## config.mk

```make
export PLATFORM = sky130hd
export DESIGN_NAME = dec_to_bcd_encoder
export DESIGN_NICKNAME = d
export VERILOG_FILES = /design/src/rtl/dec_to_bcd_encoder.sv
export SDC_FILE = /design/constraint.sdc
export NUM_CORES = 1
export LEC_CHECK = 0
export BUFFER_PORTS_ARGS = -buffer_cell sky130_fd_sc_hd__buf_2
export CAP_MARGIN = 0
export CORE_ASPECT_RATIO = 0.75
export CORE_UTILIZATION = 59
export CTS_CLUSTER_SIZE = 40
export DETAILED_ROUTE_END_ITERATION = 10
export PLACE_DENSITY_LB_ADDON = 0.12
export REMOVE_ABC_BUFFERS = 1
export SKIP_CTS_REPAIR_TIMING = 1
export SLEW_MARGIN = 0
export SYNTH_ARGS = -nofsm -noshare
export SYNTH_HDL_FRONTEND = slang
export SYNTH_SLANG_ARGS = --single-unit
```

## constraint.sdc

```tcl
create_clock -name clk -period 2.5 [get_ports clk]
set_clock_uncertainty 0.2 [all_clocks]
set_input_delay 0.5 -clock clk [delete_from_list [all_inputs] [get_ports clk]]
set_output_delay 0.5 -clock clk [all_outputs]
set_load 0.005 [all_outputs]
```

## src/rtl/dec_to_bcd_encoder.sv

```systemverilog
// dec_to_bcd_encoder: debounced decimal-key to BCD encoder with valid/ready delivery
module dec_to_bcd_encoder #(
  parameter int DEBOUNCE_CYCLES = 4,
  parameter int CNT_W = 16
) (
  input  logic       clk,
  input  logic       rst_n,
  input  logic [9:0] key,
  input  logic       ready,
  output logic       valid,
  output logic [3:0] bcd,
  output logic       multi,
  output logic [7:0] press_count
);
  typedef enum logic [1:0] {IDLE, DEBOUNCE, EMIT, RELEASE} state_t;
  state_t state, state_n;
  logic [9:0] s1, ks, pat, pat_n;
  logic [CNT_W-1:0] cnt, cnt_n;
  logic [3:0] bcd_n;
  logic multi_n;
  logic [7:0] pc_n;
  localparam logic [CNT_W-1:0] LIMIT = CNT_W'(DEBOUNCE_CYCLES);
  function automatic logic [3:0] hi_idx(input logic [9:0] p);
    hi_idx = '0;
    for (int i = 0; i < 10; i++) if (p[i]) hi_idx = 4'(i);
  endfunction
  always_comb begin
    state_n = state;
    pat_n = pat;
    cnt_n = cnt;
    bcd_n = bcd;
    multi_n = multi;
    pc_n = press_count;
    case (state)
      IDLE: if (ks != '0) begin
        pat_n = ks;
        cnt_n = CNT_W'(1);
        state_n = DEBOUNCE;
      end
      DEBOUNCE: if (ks == '0) state_n = IDLE;
      else if (ks != pat) begin
        pat_n = ks;
        cnt_n = CNT_W'(1);
      end else if (cnt == LIMIT) begin
        bcd_n = hi_idx(pat);
        multi_n = |(pat & (pat - 10'd1));
        state_n = EMIT;
      end else cnt_n = cnt + CNT_W'(1);
      EMIT: if (ready) begin
        pc_n = press_count + 8'd1;
        cnt_n = '0;
        state_n = RELEASE;
      end
      default: if (ks != '0) cnt_n = '0;
      else begin
        cnt_n = cnt + CNT_W'(1);
        if (cnt_n == LIMIT) state_n = IDLE;
      end
    endcase
  end
  always_ff @(posedge clk or negedge rst_n)
    if (!rst_n) begin
      state <= IDLE;
      s1 <= '0;
      ks <= '0;
      pat <= '0;
      cnt <= '0;
      valid <= 1'b0;
      bcd <= '0;
      multi <= 1'b0;
      press_count <= '0;
    end else begin
      state <= state_n;
      s1 <= key;
      ks <= s1;
      pat <= pat_n;
      cnt <= cnt_n;
      valid <= state_n == EMIT;
      bcd <= bcd_n;
      multi <= multi_n;
      press_count <= pc_n;
    end
endmodule

```

==> results of run 1 <==
worst paths after layout:
kind / start / endpoint / slack (ns)
max reg2reg: cnt[0] / cnt[3] / 0.13
max: cnt[0] / cnt[3] / 0.13
max in group asynchronous: rst_n / press_count[7] / 1.05
min: key[6] / s1[6] / 0.05
min reg2reg: s1[2] / ks[2] / 0.15
min in group asynchronous: rst_n / bcd[2] / 0.46
layout by cell type, fill, tap and decap left out, types with 11 or more instances in the layout:
master / n
mux2_2: 12
buf_2: 26
nand3_1: 11
xor2_1: 14
dfrtp_1: 62
a21oi_1: 16
buf_4: 22
inv_1: 13
nand2_1: 21
nor2_1: 16
through the flow:
stage          hold WS, ns  util [%]
2_1_floorplan     0.004409         -
3_3_place_gp        0.1320     68.01
3_5_place_dp        0.1347     68.01
4_1_cts           -0.06528     72.63
5_1_grt            0.02365     73.56
6_report           0.04620     73.56
cell type report:
class	count	share of cell area, %
tap	60	2.060
inverter	13	1.339
clock buffer	9	3.399
clock inverter	7	2.884
timing repair buffer	50	8.925
sequential	62	42.57
multi-input combinational	198	38.83
registers in the layout, summed over array words and instances, names as in the netlist:
register / cells
cnt: 16
s1: 10
ks: 10
state: 2
valid: 1
pat: 10
press_count: 8
bcd: 4
multi: 1
kinds of logic (layout without fill, tap and decap cells):
family / after synthesis / count (layout)
muxes: 16 / 16
AOI/OAI and AO/OA: 55 / 55
xor gates and xnor gates: 21 / 21
adders and majority gates: 5 / 5
DFF: 62 / 62
and+or+nand+nor: 101 / 101
buffers and inverters: 24 / 79
power by group:
group	leakage, nW	internal [W]	total, W	switching [W]
clock	0.112	0.000576	0.00102	0.000445
combinational	0.753	0.0000445	0.000101	0.0000561
sequential	0.787	0.00103	0.00106	0.0000277
routing by layer:
metal	vias up	global-route usage [%]
met2	80	39.72
met1	1133	38.73
met4	0	12.08
met5	-	0
met3	11	7.516
li1	1135	-
==> flow_metrics.env, run 1 <==
export IMPL_final_setup_tns_ns=0
export IMPL_clock_sinks=62
export IMPL_fin_total_pwr_w=0.002177
export IMPL_final_antenna_net_count=0
export IMPL_first_pass_iters=4
export IMPL_power_density_mw_per_mm2=597.4
export IMPL_die_x_um=85.28
export IMPL_final_area_mm2=0.003645
export IMPL_cp_top_family="simple AND/OR/NAND/NOR gates"
export IMPL_max_clock_freq_ghz=0.4227
export IMPL_yosysWarnings=0
export IMPL_finalWorstSetupSlack_ns=0.1344
export IMPL_clock_latency_ns=0.36
export IMPL_dr_wl_met2_mm=2.753
export IMPL_worstSetupStartpointType="register"
export IMPL_post_drt_wl_per_cell_um=16.17
export IMPL_routabilityCongestion=0.8867
export IMPL_grt_max_degree=42
export IMPL_cts_max_level=3
export IMPL_avgSynthCellArea_um2=10.81
export IMPL_hold_violations=0
export IMPL_synth_mux_area_share_pct=6.360
export IMPL_cp_cell_sequence="inv_1 -> ha_1 -> nor4bb_1 -> and4b_1 -> nand4_4 -> a21boi_4 -> buf_4 -> or4b_1 -> nand3_1"
export IMPL_synth_top_family_by_area="simple AND/OR/NAND/NOR gates"
export IMPL_synth_top_area_share_pct=50.55
export IMPL_worst_slew_pin_slew_ns=0.5424
export IMPL_clk_path_buf_depth=2
export IMPL_core_area_mm2=0.004955
export IMPL_arrival_ns=2.46
export IMPL_diodes=0
export IMPL_post_dp_cell_area_mm2=0.003369
export IMPL_numCtsBuffers=9
export IMPL_hold_depth=1
export IMPL_ys_async_sr_fraction_pct=100.0
export IMPL_grt_use_total_pct=27.33
export IMPL_postSynthCellCount=284
export IMPL_nets=350
export IMPL_clk_pin_slew_ns=0.07
export IMPL_synth_seq_cells=62
export IMPL_synth_area_top_cells="dfrtp_1 (51%), mux2_2 (4.4%), xor2_1 (4.0%), a21oi_1 (2.6%), nand2_1 (2.6%)"
export IMPL_synth_adder_area_share_pct=1.875
export IMPL_synth_cell_types=54
export IMPL_multi_input_area_mm2=0.001415
export IMPL_route_met3_wl_um=350
export IMPL_worst_path_buf_inv=2
export IMPL_slew_headroom_pct=63.84
export IMPL_seq_area_frac_synth_pct=50.55
export IMPL_reg2regPathDepth=9
export IMPL_setup_viol=0
export IMPL_critical_path_class="register to register"
export IMPL_initial_core_util_pct=61.94
export IMPL_synth_compound_area_share_pct=11.99
export IMPL_synthSimpleGateAreaFrac_pct=19.20
export IMPL_yosysMostFrequentCell="dfrtp_1"
export IMPL_via_per_inst=5.912
export IMPL_grt_pass1_wl_mm=11.06
export IMPL_dp_cells=380
export IMPL_max_stage_delay_ns=0.50
export IMPL_cts_root_buf="clkbuf_8"
export IMPL_max_vdd_ir_drop_v=0.0005914
export IMPL_drc=0
export IMPL_drive_gt1_share_pct=27.73
export IMPL_min_path_type="primary input to register"
export IMPL_io_buffers=26
export IMPL_io_pins=27
export IMPL_post_dp_hpwl_mm=4.487
export IMPL_via_count=2359
export IMPL_synthXorXnorAreaFrac_pct=5.993
export IMPL_synth_edf_count=0
export IMPL_nFillCells=380
export IMPL_cp_slowest_cell="or4b_1"
export IMPL_area_delta_synth_final_pct=18.75
export IMPL_overflow=0
export IMPL_drv_slew=0
export IMPL_die_h_um=64.46
export IMPL_wl_met1_mm=3.234
export IMPL_synthTopCellsByCount="dfrtp_1 (62), nand2_1 (21), a21oi_1 (16), nor2_1 (16), xor2_1 (14)"
export IMPL_status="completed"
export IMPL_first_global_vias=2316
export IMPL_finalCritPeriodShare_pct=94.62
export IMPL_synth_main_ff_cell="dfrtp_1"
export IMPL_drt_wl_total_mm=6.452
export IMPL_rsz0062_at_grt="no"
export IMPL_pre_cts_slack_ns=0.09607
export IMPL_synth_area_mm2=0.003069
export IMPL_cp_required_ns=2.59
export IMPL_post_route_min_period_ns=2.366
export IMPL_yosys_area_top_type="dfrtp_1"
export IMPL_cp_num_cells=9
export IMPL_drv_cap=0
export IMPL_die_area_mm2=0.005497
export IMPL_cp_end_kind="register"
export IMPL_layoutNonFillerInstCount=399
export IMPL_top_layer="met4"
export IMPL_antenna_found_initial=0
export IMPL_initialDrtViolationCount=192
export IMPL_p_leak_nw=1.652
export IMPL_crit_fanout=8
export IMPL_rows=22
export IMPL_cts_tree="built"
export IMPL_seq_area_mm2=0.001551
Power figures use the tool's default switching activity.
==> run 2, diff against run 1 <==
Settings changed: CELL_PAD_IN_SITES_DETAIL_PLACEMENT set to 1, CELL_PAD_IN_SITES_GLOBAL_PLACEMENT set to 2, CORE_UTILIZATION 59 to 39.
==> flow_metrics.env, run 2 (synthesis gave the netlist of run 1 again) <==
export IMPL_status="completed"
export IMPL_power_density_mw_per_mm2=534.7
export IMPL_drv_cap=0
export IMPL_via_per_inst=5.356
export IMPL_numCtsBuffers=9
export IMPL_grt_max_degree=63
export IMPL_die_h_um=78.83
export IMPL_area_delta_synth_final_pct=22.58
export IMPL_cts_root_buf="clkbuf_8"
export IMPL_die_area_mm2=0.008232
export IMPL_clock_latency_ns=0.35
export IMPL_rows=27
export IMPL_post_dp_hpwl_mm=5.582
export IMPL_largest_reg_flops=16
export IMPL_max_stage_delay_ns=0.44
export IMPL_cp_required_ns=2.53
export IMPL_cts_tree="built"
export IMPL_drt_wl_total_mm=7.760
export IMPL_finalCritPeriodShare_pct=94.79
export IMPL_cp_cell_sequence="inv_1 -> ha_1 -> nor4bb_4 -> and4b_1 -> nand4_4 -> a21boi_4 -> nand2b_4 -> buf_4 -> buf_4 -> o22ai_1"
export IMPL_drc=0
export IMPL_final_cell_mix="dfrtp_1 (61), buf_4 (28), buf_2 (26)"
export IMPL_diodes=0
export IMPL_largest_register="cnt"
export IMPL_pwr_share_comb_pct=5.4
export IMPL_crit_fanout=6
export IMPL_min_path_type="primary input to register"
export IMPL_final_setup_tns_ns=0
export IMPL_crit_top_cell="buf_4"
export IMPL_hold_violations=0
export IMPL_io_pins=27
export IMPL_max_clock_freq_ghz=0.4220
export IMPL_cts_max_level=3
export IMPL_setup_viol=0
export IMPL_grt_pass1_wl_mm=13.14
export IMPL_nets=357
export IMPL_post_drt_wl_per_cell_um=17.36
export IMPL_first_pass_iters=4
export IMPL_finalCoreUtilization_pct=50.39
export IMPL_fin_total_pwr_w=0.002012
export IMPL_clock_sinks=62
export IMPL_p_switching_w=0.0005538
export IMPL_max_vdd_ir_drop_v=0.0003470
export IMPL_intPower_w=0.001458
export IMPL_p_leak_nw=1.688
export IMPL_die_x_um=104.4
export IMPL_cp_end_kind="register"
export IMPL_clk_pin_slew_ns=0.08
export IMPL_worstSetupStartpointType="register"
export IMPL_slew_headroom_pct=72.11
export IMPL_clk_path_buf_depth=2
export IMPL_routabilityCongestion=0.8065
export IMPL_drive_gt1_share_pct=31.21
export IMPL_via_count=2394
export IMPL_seqPwrFrac_pct=52.4
export IMPL_grt_use_total_pct=20.77
export IMPL_initial_core_util_pct=41.11
export IMPL_overflow=0
export IMPL_p_clk_share_pct=42.2
export IMPL_first_global_vias=2452
export IMPL_switching_share_pct=27.53
export IMPL_final_common_cell="dfrtp_1"
export IMPL_final_antenna_net_count=0
export IMPL_io_buffers=26
export IMPL_core_area_mm2=0.007466
export IMPL_arrival_ns=2.40
export IMPL_initialDrtViolationCount=138
export IMPL_worst_slew_pin_slew_ns=0.4169
export IMPL_post_route_min_period_ns=2.370
export IMPL_drv_slew=0
export IMPL_antenna_found_initial=0
export IMPL_critical_path_class="register to register"
export IMPL_cp_slowest_cell="dfrtp_1"
==> run 2: cell types whose count changed in the layout (fill, tap and decap cells not counted), sizes merged <==
cell / change
clkinv: +1
inv: +1
buf: +7
bufinv: -2
==> run 2: path summary, 6_finish.rpt <==
check                       start     end  slack [ns]  cells after the start
min in group asynchronous   rst_n  bcd[3]        0.49                      3
max in group asynchronous   rst_n  cnt[3]        1.33                      3
hold reg to reg             s1[4]   ks[4]        0.15                      0
setup / recovery           cnt[1]  cnt[4]        0.13                     10
hold / removal             key[0]   s1[0]        0.05                      1
setup reg to reg           cnt[1]  cnt[4]        0.13                     10
==> run 2: layer usage <==
layer	GRT usage (%)	vias to the layer above	part of all wire, %
li1	-	1157	-
met1	30.92	1187	54
met2	29.93	45	42
met3	5.337	5	3.5
met4	4.714	0	0.73
met5	0	-	0
==> run 2: per-stage QoR <==
step / setup WS [ns] / cells / hold WS (ns) / instance area (um2)
4_1_cts: 0.05634 / 443 / -0.04669 / 3652
5_1_grt: -0.02260 / 447 / 0.02675 / 3762
6_report: 0.1303 / 447 / 0.05211 / 3762
2_1_floorplan: 0.1188 / 273 / 0.004409 / 2994
3_3_place_gp: 0.03448 / 427 / 0.1332 / 3466
3_5_place_dp: 0.05913 / 427 / 0.1363 / 3466
==> run 2: cell type report <==
cell class                      instances  area (um2)
Fill cell                             838        3704
Sequential cell                        62        1553
Tap cell                              101       126.4
Clock inverter                          7       62.56
Clock buffer                            9       123.9
Timing Repair Buffer                   57       381.6
Multi-Input combinational cell        198        1466
Inverter                               13       48.80
==> run 2: worst max-delay path: cells and delay by family, from the launching register on <==
kind	cells	cell delay, ns
adders and majority gates	1	0.13
and+or+nand+nor	4	0.86
buffers and inverters	3	0.37
AOI/OAI and AO/OA	2	0.25
DFF	1	0.44
==> run 2: power by group through the flow <==
stage	clock [W]	combinational [W]	sequential, W
floorplan	0	0.0000480	0.00107
global placement	0	0.000102	0.00107
detailed placement	0	0.000103	0.00108
CTS	0.000884	0.000104	0.00105
global route	0.000924	0.000124	0.00106
finish	0.000848	0.000109	0.00105
